### config.mk
export PLATFORM = sky130hd
export DESIGN_NAME = seg7_scan_ctrl
export DESIGN_NICKNAME = d
export VERILOG_FILES = /design/src/rtl/seg7_scan_ctrl.sv
export SDC_FILE = /design/constraint.sdc
export NUM_CORES = 1
export LEC_CHECK = 0
export BUFFER_PORTS_ARGS = -buffer_cell sky130_fd_sc_hd__clkbuf_2
export CORE_MARGIN = 2
export CORE_UTILIZATION = 60
export CTS_CLUSTER_DIAMETER = 100
export CTS_CLUSTER_SIZE = 24
export DETAILED_ROUTE_END_ITERATION = 10
export PLACE_DENSITY = 0.89
export SLEW_MARGIN = 30
export SYNTH_ARGS = -nofsm -noshare
export SYNTH_HDL_FRONTEND = slang
export SYNTH_SLANG_ARGS = --single-unit
### constraint.sdc
create_clock -name clk -period 3.9 [get_ports clk]
set_clock_uncertainty 0.05 [all_clocks]
set_input_delay 0.39 -clock clk [delete_from_list [all_inputs] [get_ports clk]]
set_output_delay 0.39 -clock clk [all_outputs]
set_load 0.05 [all_outputs]
### src/rtl/seg7_scan_ctrl.sv
// ---------------------------------------------------------------------------
// seg7_scan_ctrl
//
// Time-multiplexed scan controller for a 6-digit seven-segment display.
// The controller walks the external 6:1 digit mux with sel (5 down to 0).
// Each digit slot is REFRESH_DIV cycles long. The first BLANK_CYCLES cycles
// of a slot keep every anode off, which gives the mux time to settle and
// stops ghosting between neighbouring digits. On the last blank cycle the
// nibble and its decimal-point request are captured. From the next cycle
// the decoded pattern is driven with that digit's anode on.
//
// Optional feature: define SEG7_LEADING_ZERO_BLANK_EN to blank leading zero
// digits (sel 5..1). A digit stays visible if its decimal point is on.
//
// Ports
//   clk         in   system clock, rising edge
//   rst_n       in   asynchronous active-low reset
//   en          in   scan enable; low blanks the display and parks the scan
//   digit_in    in   [3:0] nibble from the digit mux for the current sel
//   dp_mask     in   [5:0] decimal point request per digit (1 = point on)
//   sel         out  [2:0] digit index to the mux, 5..0
//   an          out  [5:0] anode enables, active-low, an[i] <-> sel==i
//   seg         out  [6:0] segments {g,f,e,d,c,b,a}, active-low
//   dp          out  decimal point, active-low
//   frame_done  out  one-cycle pulse on the last cycle of each 6-digit frame
//
// Handshake: none. digit_in is a plain combinational return for sel. It is
// sampled only on the last blank cycle of a slot, so it may change at any
// other time without visible effect.
// ---------------------------------------------------------------------------
module seg7_scan_ctrl #(
    parameter int REFRESH_DIV  = 100000,
    parameter int BLANK_CYCLES = 2,
    parameter int CNT_W        = 17
) (
    input  logic       clk,
    input  logic       rst_n,
    input  logic       en,
    input  logic [3:0] digit_in,
    input  logic [5:0] dp_mask,
    output logic [2:0] sel,
    output logic [5:0] an,
    output logic [6:0] seg,
    output logic       dp,
    output logic       frame_done
);

    localparam logic [CNT_W-1:0] CNT_LAST   = CNT_W'(REFRESH_DIV - 1);
    localparam logic [CNT_W-1:0] BLANK_LAST = CNT_W'(BLANK_CYCLES - 1);
    localparam logic [CNT_W-1:0] BLANK_END  = CNT_W'(BLANK_CYCLES);
    localparam logic [2:0]       SEL_FIRST  = 3'd5;

    // Hex to active-low segment pattern {g,f,e,d,c,b,a}.
    function automatic logic [6:0] hex7(input logic [3:0] nib);
        logic [6:0] hi;
        case (nib)
            4'h0:    hi = 7'h3F;
            4'h1:    hi = 7'h06;
            4'h2:    hi = 7'h5B;
            4'h3:    hi = 7'h4F;
            4'h4:    hi = 7'h66;
            4'h5:    hi = 7'h6D;
            4'h6:    hi = 7'h7D;
            4'h7:    hi = 7'h07;
            4'h8:    hi = 7'h7F;
            4'h9:    hi = 7'h6F;
            4'hA:    hi = 7'h77;
            4'hB:    hi = 7'h7C;
            4'hC:    hi = 7'h39;
            4'hD:    hi = 7'h5E;
            4'hE:    hi = 7'h79;
            default: hi = 7'h71;
        endcase
        return ~hi;
    endfunction

    logic [CNT_W-1:0] cnt_q, cnt_d;
    logic [2:0]       sel_q, sel_d;
    logic [5:0]       an_q, an_d;
    logic [6:0]       seg_q, seg_d;
    logic             dp_q, dp_d;
    logic             frame_done_q, frame_done_d;
    logic [3:0]       nib_q, nib_d;
    logic             cap_dp_q, cap_dp_d;
    logic             capture;
    logic             hide_d;

    // Capture on the last blank cycle. sel has been stable since the slot
    // started, so the mux output has settled.
    assign capture = en && (cnt_q == BLANK_LAST);

`ifdef SEG7_LEADING_ZERO_BLANK_EN
    // lead_q: still inside the leading-zero run of the current frame.
    // hide_q: the digit captured for the current slot is suppressed.
    logic lead_q, lead_d;
    logic hide_q;
    logic lead_now;

    always_comb begin
        lead_d   = lead_q;
        hide_d   = hide_q;
        lead_now = lead_q;
        if (!en) begin
            lead_d = 1'b1;
            hide_d = 1'b0;
        end else if (capture) begin
            // A new frame starts at the sel=5 capture.
            lead_now = (sel_q == SEL_FIRST) ? 1'b1 : lead_q;
            lead_d   = lead_now && (digit_in == 4'h0) && !dp_mask[sel_q];
            // The units digit always shows, even for a zero value.
            hide_d   = lead_d && (sel_q != 3'd0);
        end
    end

    always_ff @(posedge clk or negedge rst_n) begin
        if (!rst_n) begin
            lead_q <= 1'b1;
            hide_q <= 1'b0;
        end else begin
            lead_q <= lead_d;
            hide_q <= hide_d;
        end
    end
`else
    assign hide_d = 1'b0;
`endif

    // Every output register is computed from the next counter and sel
    // values. This keeps an, seg, dp and frame_done aligned with cnt_q and
    // sel_q in the same cycle.
    always_comb begin
        cnt_d        = cnt_q;
        sel_d        = sel_q;
        an_d         = 6'h3F;
        seg_d        = seg_q;
        dp_d         = 1'b1;
        frame_done_d = 1'b0;
        nib_d        = nib_q;
        cap_dp_d     = cap_dp_q;

        if (!en) begin
            cnt_d = '0;
            sel_d = SEL_FIRST;
            seg_d = 7'h7F;
        end else begin
            if (cnt_q == CNT_LAST) begin
                cnt_d = '0;
                sel_d = (sel_q == 3'd0) ? SEL_FIRST : sel_q - 3'd1;
            end else begin
                cnt_d = cnt_q + 1'b1;
            end

            if (capture) begin
                nib_d    = digit_in;
                cap_dp_d = dp_mask[sel_q];
                seg_d    = hex7(digit_in);
            end

            // Display phase. seg holds its last value through the blank
            // phase because the anodes are off. dp is forced off there.
            if (cnt_d >= BLANK_END) begin
                dp_d = ~cap_dp_d;
                if (!hide_d) begin
                    an_d = ~(6'b000001 << sel_d);
                end
            end

            frame_done_d = (sel_d == 3'd0) && (cnt_d == CNT_LAST);
        end
    end

    always_ff @(posedge clk or negedge rst_n) begin
        if (!rst_n) begin
            cnt_q        <= '0;
            sel_q        <= SEL_FIRST;
            an_q         <= 6'h3F;
            seg_q        <= 7'h7F;
            dp_q         <= 1'b1;
            frame_done_q <= 1'b0;
            nib_q        <= 4'h0;
            cap_dp_q     <= 1'b0;
        end else begin
            cnt_q        <= cnt_d;
            sel_q        <= sel_d;
            an_q         <= an_d;
            seg_q        <= seg_d;
            dp_q         <= dp_d;
            frame_done_q <= frame_done_d;
            nib_q        <= nib_d;
            cap_dp_q     <= cap_dp_d;
        end
    end

    assign sel        = sel_q;
    assign an         = an_q;
    assign seg        = seg_q;
    assign dp         = dp_q;
    assign frame_done = frame_done_q;

endmodule

Yosys cells after proc, flatten, opt, wreduce, memory -nomap -nowiden
Memories as Yosys holds them, arrays and structs flattened.
Cells that the tools add are included.
- reductions and logical operators: 4
- equal/unequal tests: 4
- multiplexer cells: 20
- shift operators: 1
- $lt $le $gt $ge: 2
- bitwise operators: 3
- $add $sub $neg: 2
- operator list (cell ; number):
    $mux 17 ; 3
    $eq 17x17->1 const B ; 2
    $mux 7 ; 4
    $add 17x1->17 const B ; 1
    $eq 17x1->1 const B ; 1
    $ge 17x2->1 const B ; 1
    $mux 3 ; 4
    $mux 6 ; 2
    $not 7->7 ; 1
    $logic_not 3->1 ; 2
    $mux 1 ; 6
    $not 6->6 ; 1
    $shl 1x3->6 const A ; 1
    $lt 3x4->1 const B ; 1
    $bmux 1 s3 ; 1
    $sub 3x1->3 const B ; 1
    $logic_and 1x1->1 ; 2
    $ne 2x1->1 const B ; 1
    $not 1->1 ; 1
- ROM bits: 112
- register bits after elaboration: 36
- memories kept: 1
- logic and storage cells: 44
- output and inout port bits: 18
- input bits: 13
- memories (memory ; words ; bits a word ; read ports ; clocked after memory_dff ; write ports ; line ; text):
    (no name shown) ; 16 ; 7 ; 1 ; 0 ; 0 ; 56 ; case (nib)

Depth between registers and ports, before layout
- depth after elaboration: 8
- gate-level depth with buffers: 9
- gate-level depth less buffers: 8

Worst setup path after synthesis
OpenSTA, ideal clock, no wires.
- path type: flip-flop to flip-flop
- from: reg sel_q[0] (netlist: sel[0])
- to: reg an_q[1] (netlist: an[1])
- clock period less this slack: 2.271 ns
- required time: 3.750 ns
- data arrival time: 2.121 ns
- setup time: 0.100 ns
- slack: 1.629 ns
- buffers on the path: 1
- cell stages (with the launch flop): 9
- cell sequence: dfstp_2 > clkbuf_1 > nor2_1 > ha_1 > nand2_1 > nor3_1 > o21ai_0 > a221oi_2 > a41oi_2
- word-level cells in the longest chain between the ends: 8
- elaborated cells on any way between the ends: 9
- classes of those cells: add/sub (1); shift (1); mux (5); bitwise (1); reduce/logical (1)
- ends and longest elaborated chain (item ; line ; text):
    start, declared ; 78 ; logic [2:0] sel_q, sel_d;
    start signal, assigned ; 184 ; sel_q <= sel_d;
    $sub 3x1->3 / $logic_not 3->1 (equally long branches) ; 148 ; sel_d = (sel_q == 3'd0) ? SEL_FIRST : sel_q - 3'd1;
    $mux 3 ; 148 ;
    $mux 3 * ; 146 ; if (cnt_q == CNT_LAST) begin
    $mux 3 * ; 141 ; if (!en) begin
    $shl 1x3->6 * ; 164 ; an_d = ~(6'b000001 << sel_d);
    $not 6->6 * ; 164 ;
    $mux 6 * ; 161 ; if (cnt_d >= BLANK_END) begin
    $mux 6 * ; 141 ;
    via an_d[1] ; 79 ; logic [5:0] an_q, an_d;
    end signal, assigned ; 185 ; an_q <= an_d;
    end, declared ; 79 ;
The timed path passes the listed nets; every way through them passes the cells marked *. The select of a mux whose other input is x is not followed.
A chain may end at the register's enable or synchronous reset.

Worst setup path in the final report
- from: reg cnt_q[0]
- to: reg an_q[1] (netlist: an[1])
- word-level cells in the longest chain between the ends: 7
- elaborated cells on any way between the ends: 11
- classes of those cells: add/sub (1); order compare (1); eq/ne (1); shift (1); mux (6); bitwise (1)
- ends and longest elaborated chain (item ; line ; text):
    start, declared ; 77 ; logic [CNT_W-1:0] cnt_q, cnt_d;
    start signal, assigned ; 183 ; cnt_q <= cnt_d;
    parallel branches: the longest is 5 deep, another holds $add 17x1->17 ; - ;
    $mux 6 * ; 161 ;
    $mux 6 * ; 141 ;
    via an_d[1] ; 79 ;
Mark *: on every way through the listed nets, which the timed path passes. The select of a mux whose other input is x is not followed.

==> metrics.yaml <==
setup_path:
  cp-end-kind: "flop"
  critPathKind: "flop to flop"
  arrival_ps: 2680
  path_max_fanout: 8
  crit_path_cell_trace: "ha_1 > and4_1 > nand2_1 > nor3_1 > o21ai_0 > a221oi_2 > a41oi_2"
  start_kind: "flop"
  cpMaxStageDelayCell: "dfrtp_1"
  cpPeakStageDelay_ps: 480
  crit_required_ps: 4050
drt:
  wl_per_cell_um: 16.3
  dr.pass1.iters: 5
  first_iter_violations: 245
  drtAntennaViolNets: 0
  finalWirelength_mm: 5.90
  via_count: 2288
  drc: 0
  vias_per_cell: 6.30
sta:
  max-slew-margin-rel: 0.476
  rsz0062_at_grt: "false"
  setup_slack_ps: 1370
  finalCritPeriodShare: 0.647
  max_freq_mhz: 396
  drv_slew: 0
  setup_viol: 0
  hold_viol_final: 0
  min_period_ps: 2530
  hold_slack_ps: 132
  tightest_slew_ps: 786
  fin_tns_setup_ps: 0
synthesis:
  netlist_area_sq_um: 2710
  synth_common_cells: "nor2_1, nand2_1, dfrtp_1, dfstp_2, a21oi_1"
  synth_ff_type: "dfrtp_1"
  synth_edf_count: 0
  syn_inst: 297
  yosysMostFrequentCell: "nor2_1"
  yosysTopAreaCell: "dfrtp_1"
  yosys_warnings: 0
  syn_nets: 318
  synth-seq-cells: 36
  synth-async-reset-ratio: 1.00
  yosys-top-cells-area: "dfrtp_1, dfstp_2, nor2_1"
  synth_top_cell_area_share: 0.185
  synth.avg_cell_area_sq_um: 9.13
  yosysUniqueCellTypes: 64
  yosysSeqAreaShare: 0.339
placement:
  port_buffers: 30
  dp_hpwl_mm: 4.23
  placed_area_sq_um: 2740
  place_ws_ps: 1430
  gp_congestion: 0.922
  dp.cells: 356
die:
  die_area_sq_um: 5080
  die_y_um: 71.2
  core_area_sq_um: 4350
  initial_utilization: 0.623
  ios: 31
  die_w_um: 71.2
  num_rows: 24
clocking:
  cts_num_sinks: 36
  ctsResizeCount: 0
  numCtsBuffers: 5
  holdBufCountCts: 0
  htreeDepth: 2
  cts_root_buf: "clkbuf_8"
  cts.clk_slew.worst_paths_ps: 70
  cts_tree: "built"
  clock_path_buffers: 2
  clock_latency_ps: 290
  postCtsSetupBuffers: 0
global_route:
  grt_max_degree: 37
  grtUsageTotal: 0.244
  grt_pass1_wl_mm: 9.96
  grt_antenna_before_repair: 0
  grt_pass1_vias: 2193
  grt.overflow.total: 0
hold_path:
  hp-class: "primary input to asynchronous set/reset pin"
final_layout:
  antenna_cells: 0
  stdcell_count: 363
  finalInstanceArea_sq_um: 2820
  area_delta_synth_final_pct: 4.01
  fin_util: 0.648
  drive_above_1_share: 0.251
  nets: 332
  fillers: 372
power_and_ir_drop:
  fin_total_pwr_mw: 0.809
  power_density_nw_per_um2: 287
  ir_drop_v: 0.000260
  p_leak_nw: 1.14
job:
  maxCapViolations: 0
run_status:
  status: "complete, no violations"
[layout by cell type (no fill, tap or decap), types with 4 or more instances in the layout]
cell,count
nand2_1,31
ha_1,8
nand3_1,10
nor2_1,37
dfstp_2,16
mux2i_1,8
inv_1,11
a31oi_1,7
nor3_1,10
a22oi_1,5
a21oi_1,13
o21ai_0,7
nand4_1,4
nor4_1,5
o211ai_1,6
dfrtp_1,20
xnor2_1,11
clkbuf_8,5
xor2_1,8
clkbuf_2,29
[final cells by class]
class	count	area (sq um)	share of cell area
well taps	52	65.1	0.0231
repair buffers	30	150	0.0532
flip-flops and latches	36	921	0.326
multi-input cells	227	1570	0.555
clock buffers	6	72.6	0.0257
inverters	11	41.3	0.0146
clock inverters	1	5.00	0.00177
[critical path, delay by kind of cell, from the launching register on]
family          cells  cell delay [ps]
compound gates      3              540
simple gates        3              950
fa+ha+maj           1              410
flops               1              480
[worst paths after layout]
kind | from | end | slack, ps | cells past startpoint
max | cnt_q[0] | an[1] | 1370 | 7
max in group asynchronous | rst_n | sel[1] | 3180 | 1
min reg2reg | seg[0] | seg[0] | 450 | 2
min | rst_n | cnt_q[9] | 130 | 1
min in group clk | en | seg[3] | 440 | 2
max reg2reg | cnt_q[0] | an[1] | 1370 | 7
[routing by layer]
layer  vias up  track usage  part of all wire
met2        91        0.423              0.51
met4         0       0.0671             0.014
met3        14       0.0338             0.049
met5         -            0                 0
met1      1105        0.320              0.43
li1       1078            -                 -
[flip-flops by register name, indices dropped and copies added (netlist names)]
| register | cells |
|---|---|
| an | 6 |
| cap_dp_q | 1 |
| cnt_q | 17 |
| dp | 1 |
| frame_done | 1 |
| seg | 7 |
| sel | 3 |
[where the power goes]
group          internal [mW]  leakage (nW)  total [mW]  switching, mW
Sequential             0.397         0.443       0.410         0.0123
Clock                  0.121        0.0410       0.249          0.127
Combinational         0.0465         0.651       0.151          0.104
[logic make-up after synthesis]
group           synth area share
compound gates             0.143
xor+xnor                  0.0613
fa+ha+maj                 0.0369
buf+inv                   0.0830
flops                      0.339
mux                       0.0544
simple gates               0.282
No activity file was read; power rests on OpenSTA's default activity.
